===== src/rtl/lockstep_cmp.sv =====
// Lockstep self-check comparator: per-vector verdict, saturating statistics and sticky error.
// Optional first-mismatch capture is built when LOCKSTEP_CMP_FIRST_CAPTURE_EN is defined.
//
//   state   | meaning
//   --------+---------------------------------------------
//   IDLE    | no vector accepted since reset/clear
//   PASSING | at least one vector accepted, all matched
//   FAILED  | a mismatch was seen; held until reset/clear
module lockstep_cmp #(
    parameter int WIDTH = 8,
    parameter int CNT_W = 16
) (
    input  logic             clk,
    input  logic             rst,
    input  logic             clear,
    input  logic             valid_in,
    input  logic [WIDTH-1:0] dut_f,
    input  logic [WIDTH-1:0] ref_f,
    output logic             valid_out,
    output logic             pass,
    output logic             fail,
    output logic [WIDTH-1:0] diff,
    output logic             err_sticky,
    output logic [CNT_W-1:0] vec_cnt,
    output logic [CNT_W-1:0] err_cnt,
    output logic [CNT_W-1:0] first_idx,
    output logic [WIDTH-1:0] first_diff
);

    typedef enum logic [1:0] {
        IDLE    = 2'd0,
        PASSING = 2'd1,
        FAILED  = 2'd2
    } state_t;

    localparam logic [CNT_W-1:0] CNT_MAX = '1;

    state_t           state;
    state_t           state_nxt;
    logic [WIDTH-1:0] cur_diff;
    logic             mis;
    logic             accept;

    assign cur_diff   = dut_f ^ ref_f;
    assign mis        = |cur_diff;
    // clear wins over a same-cycle vector, which is dropped entirely
    assign accept     = valid_in && !clear;
    assign err_sticky = (state == FAILED);

    always_ff @(posedge clk) begin
        if (rst || clear) begin
            state <= IDLE;
        end else begin
            state <= state_nxt;
        end
    end

    always_comb begin
        state_nxt = state;
        case (state)
            IDLE: begin
                if (accept) begin
                    state_nxt = mis ? FAILED : PASSING;
                end
            end
            PASSING: begin
                if (accept && mis) begin
                    state_nxt = FAILED;
                end
            end
            FAILED:  state_nxt = FAILED;
            default: state_nxt = IDLE;
        endcase
    end

    always_ff @(posedge clk) begin
        if (rst || clear) begin
            valid_out <= 1'b0;
            pass      <= 1'b0;
            fail      <= 1'b0;
            diff      <= '0;
            vec_cnt   <= '0;
            err_cnt   <= '0;
        end else begin
            valid_out <= valid_in;
            pass      <= valid_in && !mis;
            fail      <= valid_in && mis;
            diff      <= valid_in ? cur_diff : '0;
            if (valid_in && (vec_cnt != CNT_MAX)) begin
                vec_cnt <= vec_cnt + 1'b1;
            end
            if (valid_in && mis && (err_cnt != CNT_MAX)) begin
                err_cnt <= err_cnt + 1'b1;
            end
        end
    end

`ifdef LOCKSTEP_CMP_FIRST_CAPTURE_EN
    logic capture;

    // first_idx records the zero-based index, i.e. vec_cnt before it increments
    assign capture = accept && mis && (state != FAILED);

    always_ff @(posedge clk) begin
        if (rst || clear) begin
            first_idx  <= '0;
            first_diff <= '0;
        end else if (capture) begin
            first_idx  <= vec_cnt;
            first_diff <= cur_diff;
        end
    end
`else
    assign first_idx  = '0;
    assign first_diff = '0;
`endif

endmodule


===== config.mk =====
export PLATFORM = sky130hd
export DESIGN_NAME = lockstep_cmp
export DESIGN_NICKNAME = d
export VERILOG_FILES = /design/src/rtl/lockstep_cmp.sv
export SDC_FILE = /design/constraint.sdc
export NUM_CORES = 1
export LEC_CHECK = 0
export CAP_MARGIN = 25
export CORE_ASPECT_RATIO = 1.75
export CORE_MARGIN = 5
export CORE_UTILIZATION = 48
export CTS_CLUSTER_DIAMETER = 200
export DETAILED_ROUTE_END_ITERATION = 10
export GPL_ROUTABILITY_DRIVEN = 0
export PLACE_DENSITY = 0.86
export SYNTH_ARGS = -nofsm -noshare
export SYNTH_HDL_FRONTEND = slang
export SYNTH_SLANG_ARGS = --single-unit
export TNS_END_PERCENT = 1

===== constraint.sdc =====
create_clock -name clk -period 4.2 [get_ports clk]
set_input_delay 0.42 -clock clk [delete_from_list [all_inputs] [get_ports clk]]
set_output_delay 0.42 -clock clk [all_outputs]
set_load 0.1 [all_outputs]

# Yosys cells after proc, flatten, opt, wreduce, memory -nomap -nowiden

Index checks and enable logic that the tools add are counted.

Add/subtract/negate cells: 2
Equal/unequal tests: 6
Multiplexer cells: 4
Bitwise gates (word level): 2
Reduce and logical (&&, ||, !) cells: 13

Operators with widths:

| cell                                                                  | number |
|---|---|
| 16-bit by 1-bit adder with 16-bit output, second input constant       | 2 |
| 16-bit inequality test, second input constant                         | 2 |
| 8-bit OR reduction                                                    | 1 |
| 8-bit bitwise XOR                                                     | 1 |
| 1-bit logical AND                                                     | 6 |
| 2-bit two-way mux                                                     | 3 |
| 2-bit one-hot mux with 3 select lines                                 | 1 |
| 2-bit inequality test, second input constant                          | 2 |
| 2-bit by 1-bit equality test with 1-bit output, second input constant | 1 |
| 2-bit equality test, second input constant                            | 1 |
| 1-bit logical NOT                                                     | 2 |
| 2-bit logical NOT                                                     | 1 |
| 2-bit AND reduction                                                   | 1 |
| 2-bit OR reduction                                                    | 1 |
| 1-bit logical OR                                                      | 1 |
| 1-bit inverter                                                        | 1 |

Bits in registers: 45
Input port bits: 20
Output and inout port bits: 68
Logic and storage cells: 34

# Longest topological paths before layout

Word-level depth: 5
Gate-level depth with buffers: 7
Mapped depth without buffers: 6

# Worst setup path before layout

Ideal clock, no wire load.

Path type: register -> register
Start point: register err_cnt[1]
End point: register err_cnt[0]
Library setup time: 0.070 ns
Data arrival time: 2.394 ns
Required time: 4.130 ns
Path slack: 1.736 ns
Stages on the path, launching flop included: 8
Buffers on the path: 1
Clock period less this slack: 2.464 ns
Cells stage by stage: dfxtp_1 ha_1 nand4_1 or4_4 o21ai_2 buf_6 o21ai_0 a21oi_1

Longest elaborated chain between the ends: 2

Ends and longest elaborated chain:

| element                  | RTL line | text |
|---|---|---|
| start: declaration       | 25       | `output logic [CNT_W-1:0] err_cnt,` |
| start signal: assignment | 93       | `err_cnt <= err_cnt + 1'b1;` |
| 16-bit inequality test   | 92       | `if (valid_in && mis && (err_cnt != CNT_MAX)) begin` |
| 1-bit logical AND        | 92       |  |

No other way between the ends.
A chain may end at the register's enable or synchronous reset.

# Worst setup path after layout

Start point: register err_cnt[2]
End point: output port err_cnt[2]

No word-level cell between the ends.

==> reports/metrics.cfg <==
[route]
wl_per_cell_um=14.0
via_per_inst=5.37
vias=2069
routed_wl_um=5400
ant_nets=0
detail_route.first_pass.iterations=4
drt_iter0_drc=42
drc=0

[logic_synthesis]
synth_xor_area_frac=0.0808
yosysTopAreaCell=dfxtp_1
syn_inst=270
yosys.area_share.simple=0.268
muxShareOfSynthArea=0.0215
synth.area.top_cells=dfxtp_1 (38%), buf_4 (7.6%), nor2_1 (5.7%)
yosysTopAreaCellShare=0.378
netlist_area_mm2=0.00238
ys_seq_area_frac=0.378
syn_avg_cell_area_um2=8.83
ys_ff_latch=45
synth_top_family_by_area=simple AND/OR/NAND/NOR gates
synthAdderAreaFrac=0.0315
synth.distinct_cells=47
synth_compound_area_frac=0.110
ys_warn_count=0

[die]
die_area_mm2=0.00653
io-pin-count=88
die_h_um=103
rows=34
core-area_mm2=0.00489
die_w_um=63.3
initial_core_util=0.487

[timing]
min_period_ns=2.42
min_period_over_period=0.576
timing.fmax_mhz=414
finalSetupViolCount=0
timing.final.ws_setup_ns=1.78
rsz0062_at_grt=false
finClkSkew_ns=0.00347
holdWs_ns=0.504
relSlewSlack=0.335
hold_violations=0
fin_setup_tns_ns=0
slew_violations=0
tightest_slew_ns=0.994

[worst_setup_path]
cp_slowest_stage_delay_ns=1.20
critical_path_class=register to output port
critical_path.top_delay_family=buffers and inverters
path_cells=clkdlybuf4s50_1
cp.arrival_ns=2.00
required_ns=3.78
critical_path_peak_fanout=7
path_buf_inv=1
start_kind=register
critical_path.slowest_cell=clkdlybuf4s50_1
critPathCaptureType=output port

[clock_tree]
htree_levels=2
cts_setup_buffers=0
cts.sinks=45
cts_tree=yes
holdBufCountCts=0
insertion_delay_ns=0.29
clockRootBuffer=clkbuf_8
clockBufferDepth=2
path_clk_slew_ns=0.08
cts_made_buffers=5
cts_resized=0

[cells_and_area]
fin_nets=357
diodes=0
drive_gt1_frac=0.0725
fill_cells=408
fin_cells=385
final_util=0.620
area_delta_synth_final_pct=27.2

[pwr]
power.density_mw_per_mm2=300
switching_share=0.341
vdd_drop_max_mv=0.294
clock_power_share=0.299
power.internal_mw=0.599
p_leak_nw=1.08
switching_power_mw=0.311
power_frac_seq=0.478
comb_power_share=0.222

[grt]
grt_pass1_wl_um=8520
grt_usage=0.160
grt_pass1_vias=1874
grt_start_max_net_pins=31
grt.overflow.total=0
antenna_found_initial=0

[place]
dp_slack_ns=1.54
io_buffer_count=63
dp.cells=378
hpwl_um=4100

[run]
drv_cap=0

[outcome]
status=complete, no violations

[worst_hold_path]
hold_class=register to register

[tightest hold or removal path: cells and delay by family, from the launching register on]
kind | cells | cell delay, ns
flops | 1 | 0.35
simple gates | 1 | 0.07
compound gates | 1 | 0.05
[kinds of logic (layout without fill, tap and decap cells)]
kind of cell,after synthesis,in the layout
flops,45,45
compound gates,37,37
fa+ha+maj,6,6
buf+inv,41,79
simple gates,113,113
xor+xnor,22,22
mux,5,5
other cells,1,24
[layout make-up]
| class | count | area (um^2) | share of cell area |
|---|---|---|---|
| clock buffers | 6 | 82.6 | 0.0272 |
| clock inverters | 1 | 7.51 | 0.00248 |
| repair buffers | 63 | 631 | 0.208 |
| well taps | 54 | 67.6 | 0.0223 |
| multi-input cells | 207 | 1310 | 0.432 |
| flip-flops and latches | 45 | 901 | 0.297 |
| inverters | 9 | 33.8 | 0.0111 |
[flip-flops by register name, indices dropped and copies added, names as in the netlist]
| name | cells |
|---|---|
| pass | 1 |
| err_cnt | 16 |
| state | 2 |
| valid_out | 1 |
| diff | 8 |
| vec_cnt | 16 |
| fail | 1 |
[metrics by stage]
step	area [um^2]	total power, mW
after floorplan	2470	0.629
after global placement	2940	0.646
after detailed placement	2940	0.648
after CTS	3030	0.916
after global routing	3030	0.939
final	3030	0.910
[routing by layer]
layer	global-route usage	share of wire	vias to the layer above
li1	-	-	1029
met1	0.173	0.40	952
met2	0.292	0.51	77
met3	0.0389	0.070	11
met4	0.0784	0.021	0
met5	0	0	-
[layout by cell type (no fill, tap or decap), types with 2 or more instances in the layout]
cell type / instances
inv_1: 9
nor2b_1: 2
or3_1: 2
and3_1: 4
o211ai_1: 3
dfxtp_1: 45
nor2_1: 36
o21ai_1: 2
ha_1: 6
xor2_1: 11
mux2i_1: 4
or2_2: 3
o21ai_0: 4
xnor2_1: 11
or3_2: 3
nand4_1: 13
clkbuf_8: 6
nor3_1: 2
conb_1: 24
a21oi_1: 11
clkdlybuf4s50_1: 63
nand4_2: 3
nor4_2: 2
nand3_1: 13
o31ai_1: 8
or4_1: 7
and4_1: 3
nand2_1: 13
o41ai_1: 2
[synth_stat cells, drive strengths merged]
| library cell | instances |
|---|---|
| dfxtp | 45 |
| nor2 | 36 |
| buf | 28 |
| nand4 | 17 |
| nand2 | 13 |
| nand3 | 13 |
| a21oi | 11 |
| xnor2 | 11 |
| xor2 | 11 |
| inv | 9 |
| o31ai | 8 |
| or4 | 8 |
| o21ai | 7 |
| ha | 6 |
| or3 | 5 |
| and3 | 4 |
| clkbuf | 4 |
| mux2i | 4 |
| or2 | 4 |
| and4 | 3 |
| nor4 | 3 |
| o211ai | 3 |
| nor2b | 2 |
| nor3 | 2 |
| o221ai | 2 |
| o41ai | 2 |
| a211oi | 1 |
| a31oi | 1 |
| a41o | 1 |
| and2 | 1 |
| conb | 1 |
| mux2 | 1 |
| nand2b | 1 |
| nor3b | 1 |
| o21a | 1 |
[power groups by stage]
stage / Sequential, mW / Clock (mW) / Combinational, mW
4_1_cts: 0.435 / 0.278 / 0.203
6_report: 0.435 / 0.272 / 0.202
5_1_grt: 0.436 / 0.292 / 0.211
2_1_floorplan: 0.479 / 0 / 0.150
3_3_place_gp: 0.445 / 0 / 0.200
3_5_place_dp: 0.446 / 0 / 0.202
[worst paths after layout]
| path | slack [ns] | startpoint | cells past startpoint | end |
|---|---|---|---|---|
| worst max-delay path | 1.78 | err_cnt[2] | 1 | err_cnt[2] |
| worst min-delay path | 0.50 | err_cnt[9] | 2 | err_cnt[9] |
| worst max register to register | 2.28 | err_cnt[0] | 5 | err_cnt[10] |
| worst min register to register | 0.50 | err_cnt[9] | 2 | err_cnt[9] |
(Power assumes the default switching activity.)
